[config.mk]
export PLATFORM = sky130hd
export DESIGN_NAME = ultrasonic_ranger
export DESIGN_NICKNAME = d
export VERILOG_FILES = /design/src/rtl/ultrasonic_ranger.sv
export SDC_FILE = /design/constraint.sdc
export NUM_CORES = 1
export LEC_CHECK = 0
export BUFFER_PORTS_ARGS = -buffer_cell sky130_fd_sc_hd__buf_2
export CORE_MARGIN = 3
export CORE_UTILIZATION = 34
export CTS_BUF_LIST = sky130_fd_sc_hd__clkbuf_2
export DETAILED_ROUTE_END_ITERATION = 12
export GPL_ROUTABILITY_DRIVEN = 0
export SLEW_MARGIN = 10
export SYNTH_ARGS = -nofsm -noshare
export SYNTH_HDL_FRONTEND = slang
export SYNTH_SLANG_ARGS = --single-unit
[constraint.sdc]
create_clock -name clk -period 2.54 [get_ports clk]
set_input_delay 0.508 -clock clk [delete_from_list [all_inputs] [get_ports clk]]
set_output_delay 0.508 -clock clk [all_outputs]
set_load 0.01 [all_outputs]
[src/rtl/ultrasonic_ranger.sv]
// Ultrasonic range sensor controller: periodic trigger, echo-width measurement in cm, presence flag.
// Define ULTRA_FILTER_EN to add 3-sample streak filtering with hysteresis on Led.
module ultrasonic_ranger #(
  parameter int CLK_HZ     = 50000000,
  parameter int TRIG_US    = 10,
  parameter int PERIOD_MS  = 60,
  parameter int TIMEOUT_US = 25000,
  parameter int THRESH_CM  = 20,
  parameter int HYST_CM    = 2
) (
  input  logic       clk,
  input  logic       rst,
  input  logic       Echo,
  output logic       Trigger,
  output logic       Led,
  output logic [8:0] distance_cm,
  output logic       dist_valid,
  output logic       timeout
);
  localparam int US_DIV     = (CLK_HZ / 1000000 < 1) ? 1 : CLK_HZ / 1000000;
  localparam int TRIG_CYC   = int'((longint'(TRIG_US) * CLK_HZ) / 1000000);
  localparam int PERIOD_CYC = int'((longint'(PERIOD_MS) * CLK_HZ) / 1000);

  localparam logic [31:0] PRESC_LAST = 32'(US_DIV - 1);
  localparam logic [31:0] TRIG_LAST  = 32'(TRIG_CYC - 1);
  localparam logic [31:0] PER_LAST   = 32'(PERIOD_CYC - 1);
  localparam logic [31:0] TO_LAST    = 32'(TIMEOUT_US - 1);
  localparam logic [8:0]  THR        = 9'(THRESH_CM);
  localparam logic [8:0]  NO_ECHO    = 9'd511;

  localparam logic [2:0] S_IDLE  = 3'd0;
  localparam logic [2:0] S_TRIG  = 3'd1;
  localparam logic [2:0] S_WRISE = 3'd2;
  localparam logic [2:0] S_MEAS  = 3'd3;
  localparam logic [2:0] S_DONE  = 3'd4;

  logic [2:0]  state_q, state_d;
  logic        armed_q, armed_d;
  logic [31:0] per_cnt_q, per_cnt_d;
  logic [31:0] presc_q, presc_d;
  logic [31:0] us_cnt_q, us_cnt_d;
  logic [5:0]  sub_q, sub_d;
  logic [8:0]  cm_q, cm_d;
  logic        stale_q, stale_d;
  logic        sync1_q, sync1_d, sync2_q, sync2_d;
  logic        trig_q, trig_d, led_q, led_d, dv_q, dv_d, to_q, to_d;
  logic [8:0]  dist_q, dist_d;
  logic        tick;
`ifdef ULTRA_FILTER_EN
  localparam logic [8:0] THR_HI = 9'(THRESH_CM + HYST_CM);
  logic [1:0] near_q, near_d, far_q, far_d;
`endif

  // Prescaler is parked while triggering so the first us tick lands cleanly after the pulse.
  assign tick = (state_q != S_TRIG) && (presc_q == PRESC_LAST);

  always_comb begin
    state_d  = state_q;
    armed_d  = armed_q;
    us_cnt_d = us_cnt_q;
    sub_d    = sub_q;
    cm_d     = cm_q;
    stale_d  = stale_q;
    dist_d   = dist_q;
    led_d    = led_q;
    dv_d     = 1'b0;
    to_d     = 1'b0;
    sync1_d  = Echo;
    sync2_d  = sync1_q;
`ifdef ULTRA_FILTER_EN
    near_d   = near_q;
    far_d    = far_q;
`endif
    per_cnt_d = (per_cnt_q >= PER_LAST) ? per_cnt_q : per_cnt_q + 32'd1;
    presc_d   = (state_q == S_TRIG || tick) ? 32'd0 : presc_q + 32'd1;
    case (state_q)
      S_IDLE: begin
        if (!armed_q || per_cnt_q >= PER_LAST) begin
          state_d   = S_TRIG;
          per_cnt_d = 32'd0;
          armed_d   = 1'b1;
        end
      end
      S_TRIG: begin
        if (per_cnt_q >= TRIG_LAST) begin
          state_d  = S_WRISE;
          us_cnt_d = 32'd0;
          stale_d  = sync2_q;
        end
      end
      S_WRISE: begin
        if (!sync2_q) stale_d = 1'b0;
        if (sync2_q && !stale_q) begin
          state_d  = S_MEAS;
          us_cnt_d = 32'd0;
          cm_d     = 9'd0;
          sub_d    = tick ? 6'd1 : 6'd0;
        end else if (tick && us_cnt_q == TO_LAST) begin
          state_d = S_DONE;
          dist_d  = NO_ECHO;
          dv_d    = 1'b1;
          to_d    = 1'b1;
        end else if (tick) begin
          us_cnt_d = us_cnt_q + 32'd1;
        end
      end
      S_MEAS: begin
        if (!sync2_q) begin
          state_d = S_DONE;
          dist_d  = cm_q;
          dv_d    = 1'b1;
        end else if (tick && us_cnt_q == TO_LAST) begin
          state_d = S_DONE;
          dist_d  = NO_ECHO;
          dv_d    = 1'b1;
          to_d    = 1'b1;
        end else if (tick) begin
          us_cnt_d = us_cnt_q + 32'd1;
          // 58 us of round-trip echo per cm
          if (sub_q == 6'd57) begin
            sub_d = 6'd0;
            if (cm_q < 9'd510) cm_d = cm_q + 9'd1;
          end else begin
            sub_d = sub_q + 6'd1;
          end
        end
      end
      S_DONE: begin
        state_d = S_IDLE;
`ifdef ULTRA_FILTER_EN
        if (!to_q && dist_q < THR) begin
          far_d  = 2'd0;
          near_d = (near_q == 2'd3) ? 2'd3 : near_q + 2'd1;
          if (near_d == 2'd3) led_d = 1'b1;
        end else if (to_q || dist_q >= THR_HI) begin
          near_d = 2'd0;
          far_d  = (far_q == 2'd3) ? 2'd3 : far_q + 2'd1;
          if (far_d == 2'd3) led_d = 1'b0;
        end else begin
          near_d = 2'd0;
          far_d  = 2'd0;
        end
`else
        led_d = !to_q && (dist_q < THR);
`endif
      end
      default: state_d = S_IDLE;
    endcase
    trig_d = (state_d == S_TRIG);
  end

  always_ff @(posedge clk or negedge rst) begin
    if (!rst) begin
      state_q   <= S_IDLE;
      armed_q   <= 1'b0;
      per_cnt_q <= 32'd0;
      presc_q   <= 32'd0;
      us_cnt_q  <= 32'd0;
      sub_q     <= 6'd0;
      cm_q      <= 9'd0;
      stale_q   <= 1'b0;
      sync1_q   <= 1'b0;
      sync2_q   <= 1'b0;
      trig_q    <= 1'b0;
      led_q     <= 1'b0;
      dv_q      <= 1'b0;
      to_q      <= 1'b0;
      dist_q    <= NO_ECHO;
`ifdef ULTRA_FILTER_EN
      near_q    <= 2'd0;
      far_q     <= 2'd0;
`endif
    end else begin
      state_q   <= state_d;
      armed_q   <= armed_d;
      per_cnt_q <= per_cnt_d;
      presc_q   <= presc_d;
      us_cnt_q  <= us_cnt_d;
      sub_q     <= sub_d;
      cm_q      <= cm_d;
      stale_q   <= stale_d;
      sync1_q   <= sync1_d;
      sync2_q   <= sync2_d;
      trig_q    <= trig_d;
      led_q     <= led_d;
      dv_q      <= dv_d;
      to_q      <= to_d;
      dist_q    <= dist_d;
`ifdef ULTRA_FILTER_EN
      near_q    <= near_d;
      far_q     <= far_d;
`endif
    end
  end

  assign Trigger     = trig_q;
  assign Led         = led_q;
  assign distance_cm = dist_q;
  assign dist_valid  = dv_q;
  assign timeout     = to_q;
endmodule
# --- After elaboration in Yosys (flattened, before gate mapping) ---
# Cells that the tools add are included.
op_classes:
  addsub: 5
  order_cmp: 4
  eq_ne: 18
  muxes: 43
  reduce_logical: 19
op_table:
  columns: ["op", "n"]
  rows:
  - ["2-to-1 mux 32 bit", 9]
  - ["adder 32 x 1 -> 32 bit, second input constant", 3]
  - ["one-hot mux 32 bit (3 select lines)", 1]
  - ["2-to-1 mux 9 bit", 9]
  - ["one-hot mux 9 bit (2 select lines)", 2]
  - ["equality test 32 x 15 -> 1 bit, second input constant", 1]
  - ["equality test 32 x 6 -> 1 bit, second input constant", 1]
  - [">= comparator 32 x 22 -> 1 bit, second input constant", 1]
  - [">= comparator 32 x 9 -> 1 bit, second input constant", 1]
  - ["2-to-1 mux 6 bit", 5]
  - ["inequality test 2 bit, second input constant", 8]
  - ["2-to-1 mux 3 bit", 5]
  - ["one-hot mux 3 bit (4 select lines)", 1]
  - ["one-hot mux 6 bit (2 select lines)", 1]
  - ["adder 9 x 1 -> 9 bit, second input constant", 1]
  - ["< comparator 9 x 5 -> 1 bit, second input constant", 1]
  - ["< comparator 9 bit, second input constant", 1]
  - ["2-to-1 mux 1 bit", 7]
  - ["AND reduction 7 bit", 1]
  - ["adder 6 x 1 -> 6 bit, second input constant", 1]
  - ["equality test 3 x 1 -> 1 bit, second input constant", 2]
  - ["equality test 3 x 2 -> 1 bit, second input constant", 2]
  - ["equality test 6 bit, second input constant", 1]
  - ["one-hot mux 1 bit (2 select lines)", 3]
  - ["12 further kinds", 21]
totals:
  reg_bits: 131
  in_bits: 3
  output_inout_bits: 13
  wordCells: 104

# --- Logic depth before layout (Yosys ltp) ---
depth:
  depth_word: 7
  ltp_mapped: 9

# --- Worst setup path after synthesis ---
# No wires, ideal clock.
synth_path:
  path_kind: "reg-to-reg"
  startpoint: "reg presc_q[1]"
  endpoint: "reg cm_q[4]"
  setup_ns: 0.139
  t_arrival_ns: 2.031
  t_required_ns: 2.401
  path_slack_ns: 0.370
  path_stages_with_launch: 10
  period_less_slack_ns: 2.170
  path_cell_list: "dfrtp_1 -> inv_1 -> ha_1 -> nor4b_1 -> nand4_2 -> a2111oi_2 -> buf_2 -> nand4_1 -> xor2_1 -> nor2_1"
synth_between:
  elab_chain_len: 5
  word_cells_on_any_way: 6
synth_rtl:
  columns: ["element", "line_no", "source"]
  rows:
  - ["start, declared", "40", "logic [31:0] presc_q, presc_d;"]
  - ["start signal, assigned", "177", "presc_q <= presc_d;"]
  - ["equality test 32 x 6 -> 1 bit *", "55", "assign tick = (state_q != S_TRIG) && (presc_q == PRESC_LAST);"]
  - ["logical AND 1 bit *", "55", null]
  - ["logical AND 1 bit", "112", "end else if (tick && us_cnt_q == TO_LAST) begin"]
  - ["inequality test 2 bit (no source line)", null, null]
  - ["AND reduction 7 bit (no source line) *", null, null]
  - ["end signal, assigned", "180", "cm_q <= cm_d;"]
  - ["end, declared", "43", "logic [8:0] cm_q, cm_d;"]
# Every way passes the cells marked *; elsewhere a longest branch is shown, timed or not.
# A chain may end at the register's enable or synchronous reset.

# --- Final worst setup path ---
layout_path:
  startpoint: "reg us_cnt_q[18]"
  endpoint: "reg sub_q[0]"
layout_between:
  elab_chain_len: 4
layout_rtl:
  columns: ["element", "line_no", "source"]
  rows:
  - ["start, declared", "41", "logic [31:0] us_cnt_q, us_cnt_d;"]
  - ["start signal, assigned", "178", "us_cnt_q <= us_cnt_d;"]
  - ["equality test 32 x 15 -> 1 bit", "112", null]
  - ["logical AND 1 bit", "112", null]
  - ["inequality test 2 bit (no source line)", null, null]
  - ["AND reduction 5 bit (no source line)", null, null]
  - ["end signal, assigned", "179", "sub_q <= sub_d;"]
  - ["end, declared", "42", "logic [5:0] sub_q, sub_d;"]
# Every way passes these cells.

==> impl_metrics.ini <==
[synth]
synth_area_leaders = dfrtp_1 46%, xor2_1 7.4%, nor2_1 6.0%
synth-async-reset-ratio = 1.00
yosysSeqAreaShare = 0.498
synthFlopType = dfrtp_1
ys_warn_count = 0
synth_edf_count = 0
synth_cell_types = 59
syn_avg_cell_area_um2 = 9.76
yosys.area.top_type_share = 0.462
synth_nets = 687
synth_seq_cells = 131
synth_area_mm2 = 0.00661
yosysTopAreaCell = dfrtp_1
synthCells = 677

[finish]
drive_above_1_share = 0.138
fin_area_mm2 = 0.00740
nets = 728
layout_commonest_cell = dfrtp_1
layout_common_cells = 122 x dfrtp_1, 106 x nor2_1, 56 x xor2_1, 46 x nand3_1, 44 x nand4_1
area_growth_pct = 12.0

[pwr]
p_int_w = 0.00254
vdd_drop_max_v = 0.000231
power.switching_w = 0.000842
pwr_density_cell_mw_per_mm2 = 457
clkPwrFrac = 0.366
p_leak_nw = 3.22
comb_power_share = 0.016
p_sw_frac = 0.249
seq_power_share = 0.619

[placement]
port_buffers = 15
preCtsSetupSlack_ps = 147
place_hpwl_um = 9540
placed_area_mm2 = 0.00714

[timing]
period_share = 0.950
skew_ps = 36.5
max_freq_mhz = 414
tightest_slew_ps = 690
slew_headroom = 0.536
layout_min_cycle_time_ps = 2410
setup_ws_ps = 127
rsz0062_at_grt = yes
finalHoldViolations = 0
final-setup-viol-count = 0
drv_slew = 0

[routing]
ant_nets = 0
drt-wirelength-per-cell_um = 14.0
route.vias.total = 4988
drt_iter0_drc = 402
vias_per_cell = 5.03
firstDrtPassIters = 7
drcViolationCount = 0
drt_wl_total_um = 13900

[cts]
clockRootBuffer = clkbuf_2
cts_sinks = 131
clock_latency_ps = 700
clkTransAtPathRegs_ps = 210
numCtsBuffers = 17
clock_path_buffers = 2
htree_num_levels = 4
cts_tree = yes

[worst_setup_path]
path_class = reg -> reg
cpLargestDelayFamily = simple AND/OR/NAND/NOR gates
path_cells = or4_4, nor4_4, a2111oi_2, buf_4, nor2_2, mux2_2
r2r-start = us_cnt_q[18]
critical-path-max-stage-delay_ps = 560
crit_fanout = 11
critPathBufInv = 1
cp.arrival_ps = 3020
crit_required_ps = 3140
critPathCaptureType = register
cp-start-kind = register
crit_slowest_cell = or4_4
crit_start = us_cnt_q[18]

[global_route]
antenna_found_initial = 1
grt_max_degree = 59
grt_pass1_wl_um = 24700
grt_use_total = 0.140
grt_pass1_vias = 4862
overflow = 0

[die]
num_rows = 50
die_h_um = 145
io_pins = 16
die_width_um = 145
start_util = 0.350
coreArea_mm2 = 0.0189
dieArea_mm2 = 0.0211

[status]
outcome = finished clean

[job]
drv_cap = 0

[min_path]
hold_class = in -> async
==> registers in the layout, summed over array words and instances, names as in the netlist, 3 cells and up <==
| register | flops |
|---|---|
| cm_q | 9 |
| us_cnt_q | 32 |
| state_q | 3 |
| presc_q | 32 |
| sub_q | 6 |
| per_cnt_q | 32 |
| distance_cm | 9 |
==> area by class of cell <==
type / instances / area (µm²)
Inverter: 14 / 52.6
Fill cell: 1937 / 11500
Timing Repair Buffer: 44 / 333
Antenna cell: 1 / 2.50
Clock buffer: 17 / 85.1
Sequential cell: 131 / 3290
Clock inverter: 15 / 141
Multi-Input combinational cell: 510 / 3170
Tap cell: 260 / 325
==> worst register-to-register path: stages (launching register included) <==
cell	delay (ps)
dfrtp_1	470
or4_4	560
nor4_4	310
a2111oi_2	120
buf_4	190
nor2_2	300
mux2_2	380
==> per-layer routing <==
metal	global-route usage	routed length, µm	part of all wire	vias to the layer above
met3	0.0305	508	0.037	16
met1	0.200	6890	0.50	2398
met5	0	0	0	-
li1	-	-	-	2498
met2	0.215	6290	0.45	76
met4	0.0442	196	0.014	0
==> path summary, 6_finish.rpt <==
check / depth (start not counted) / slack, ps / end
hold reg to reg: 0 / 370 / sync2_q
max in group asynchronous: 3 / 1490 / distance_cm[6]
setup reg to reg: 6 / 130 / sub_q[0]
hold / removal: 2 / 330 / presc_q[10]
setup / recovery: 6 / 130 / sub_q[0]
min in group clk: 0 / 370 / sync2_q
==> power by group through the flow <==
stage | Combinational (W) | Sequential, W | Clock (W)
after floorplan | 0.00000151 | 0.00213 | 0
after global placement | 0.0000537 | 0.00213 | 0
after detailed placement | 0.0000548 | 0.00213 | 0
after CTS | 0.0000574 | 0.00209 | 0.00130
after global routing | 0.0000630 | 0.00209 | 0.00140
final | 0.0000527 | 0.00209 | 0.00124
==> logic make-up (layout without fill, tap and decap cells) <==
kind of cell / Yosys count / in the layout / share of synthesized area
buffers and inverters: 36 / 90 / 0.0227
other: 0 / 1 / 0
and+or+nand+nor: 356 / 356 / 0.288
muxes: 2 / 2 / 0.00322
xor gates and xnor gates: 79 / 79 / 0.105
AOI/OAI and AO/OA: 66 / 66 / 0.0706
adders and majority gates: 7 / 7 / 0.0133
DFF: 131 / 131 / 0.498
==> synthesized netlist by cell type (3+ instances only) <==
library cell / instances
inv_1: 14
nand4_1: 44
dfstp_2: 9
nand3_1: 46
and3_1: 24
buf_2: 6
xor2_1: 56
nor3_1: 11
o21ai_0: 20
clkbuf_1: 15
nor2_1: 106
nand2_1: 42
o22a_1: 9
o31ai_1: 3
ha_1: 7
a31oi_1: 4
a21oi_1: 14
and4_1: 13
nor2b_1: 14
nor4_1: 15
dfrtp_1: 122
xnor2_1: 23
or3_1: 9
and2_1: 8
==> through the flow <==
step,setup TNS [ps],utilization,total power (W),hold slack [ps],instances
finish,0,0.392,0.00338,328,992
global route,-21.3,0.392,0.00356,294,992
CTS,0,0.391,0.00345,269,990
detailed placement,0,0.378,0.00218,335,956
global placement,0,0.378,0.00218,335,956
floorplan,0,-,0.00213,212,677
==> what timing repair did <==
item	in CTS	in global routing
setup buffers	0	1
endpoints found under the hold margin	50	0
hold buffers	2	0
gates resized for setup	0	2
endpoints found under the setup margin	0	10
No activity file was read; power rests on OpenSTA's default activity.
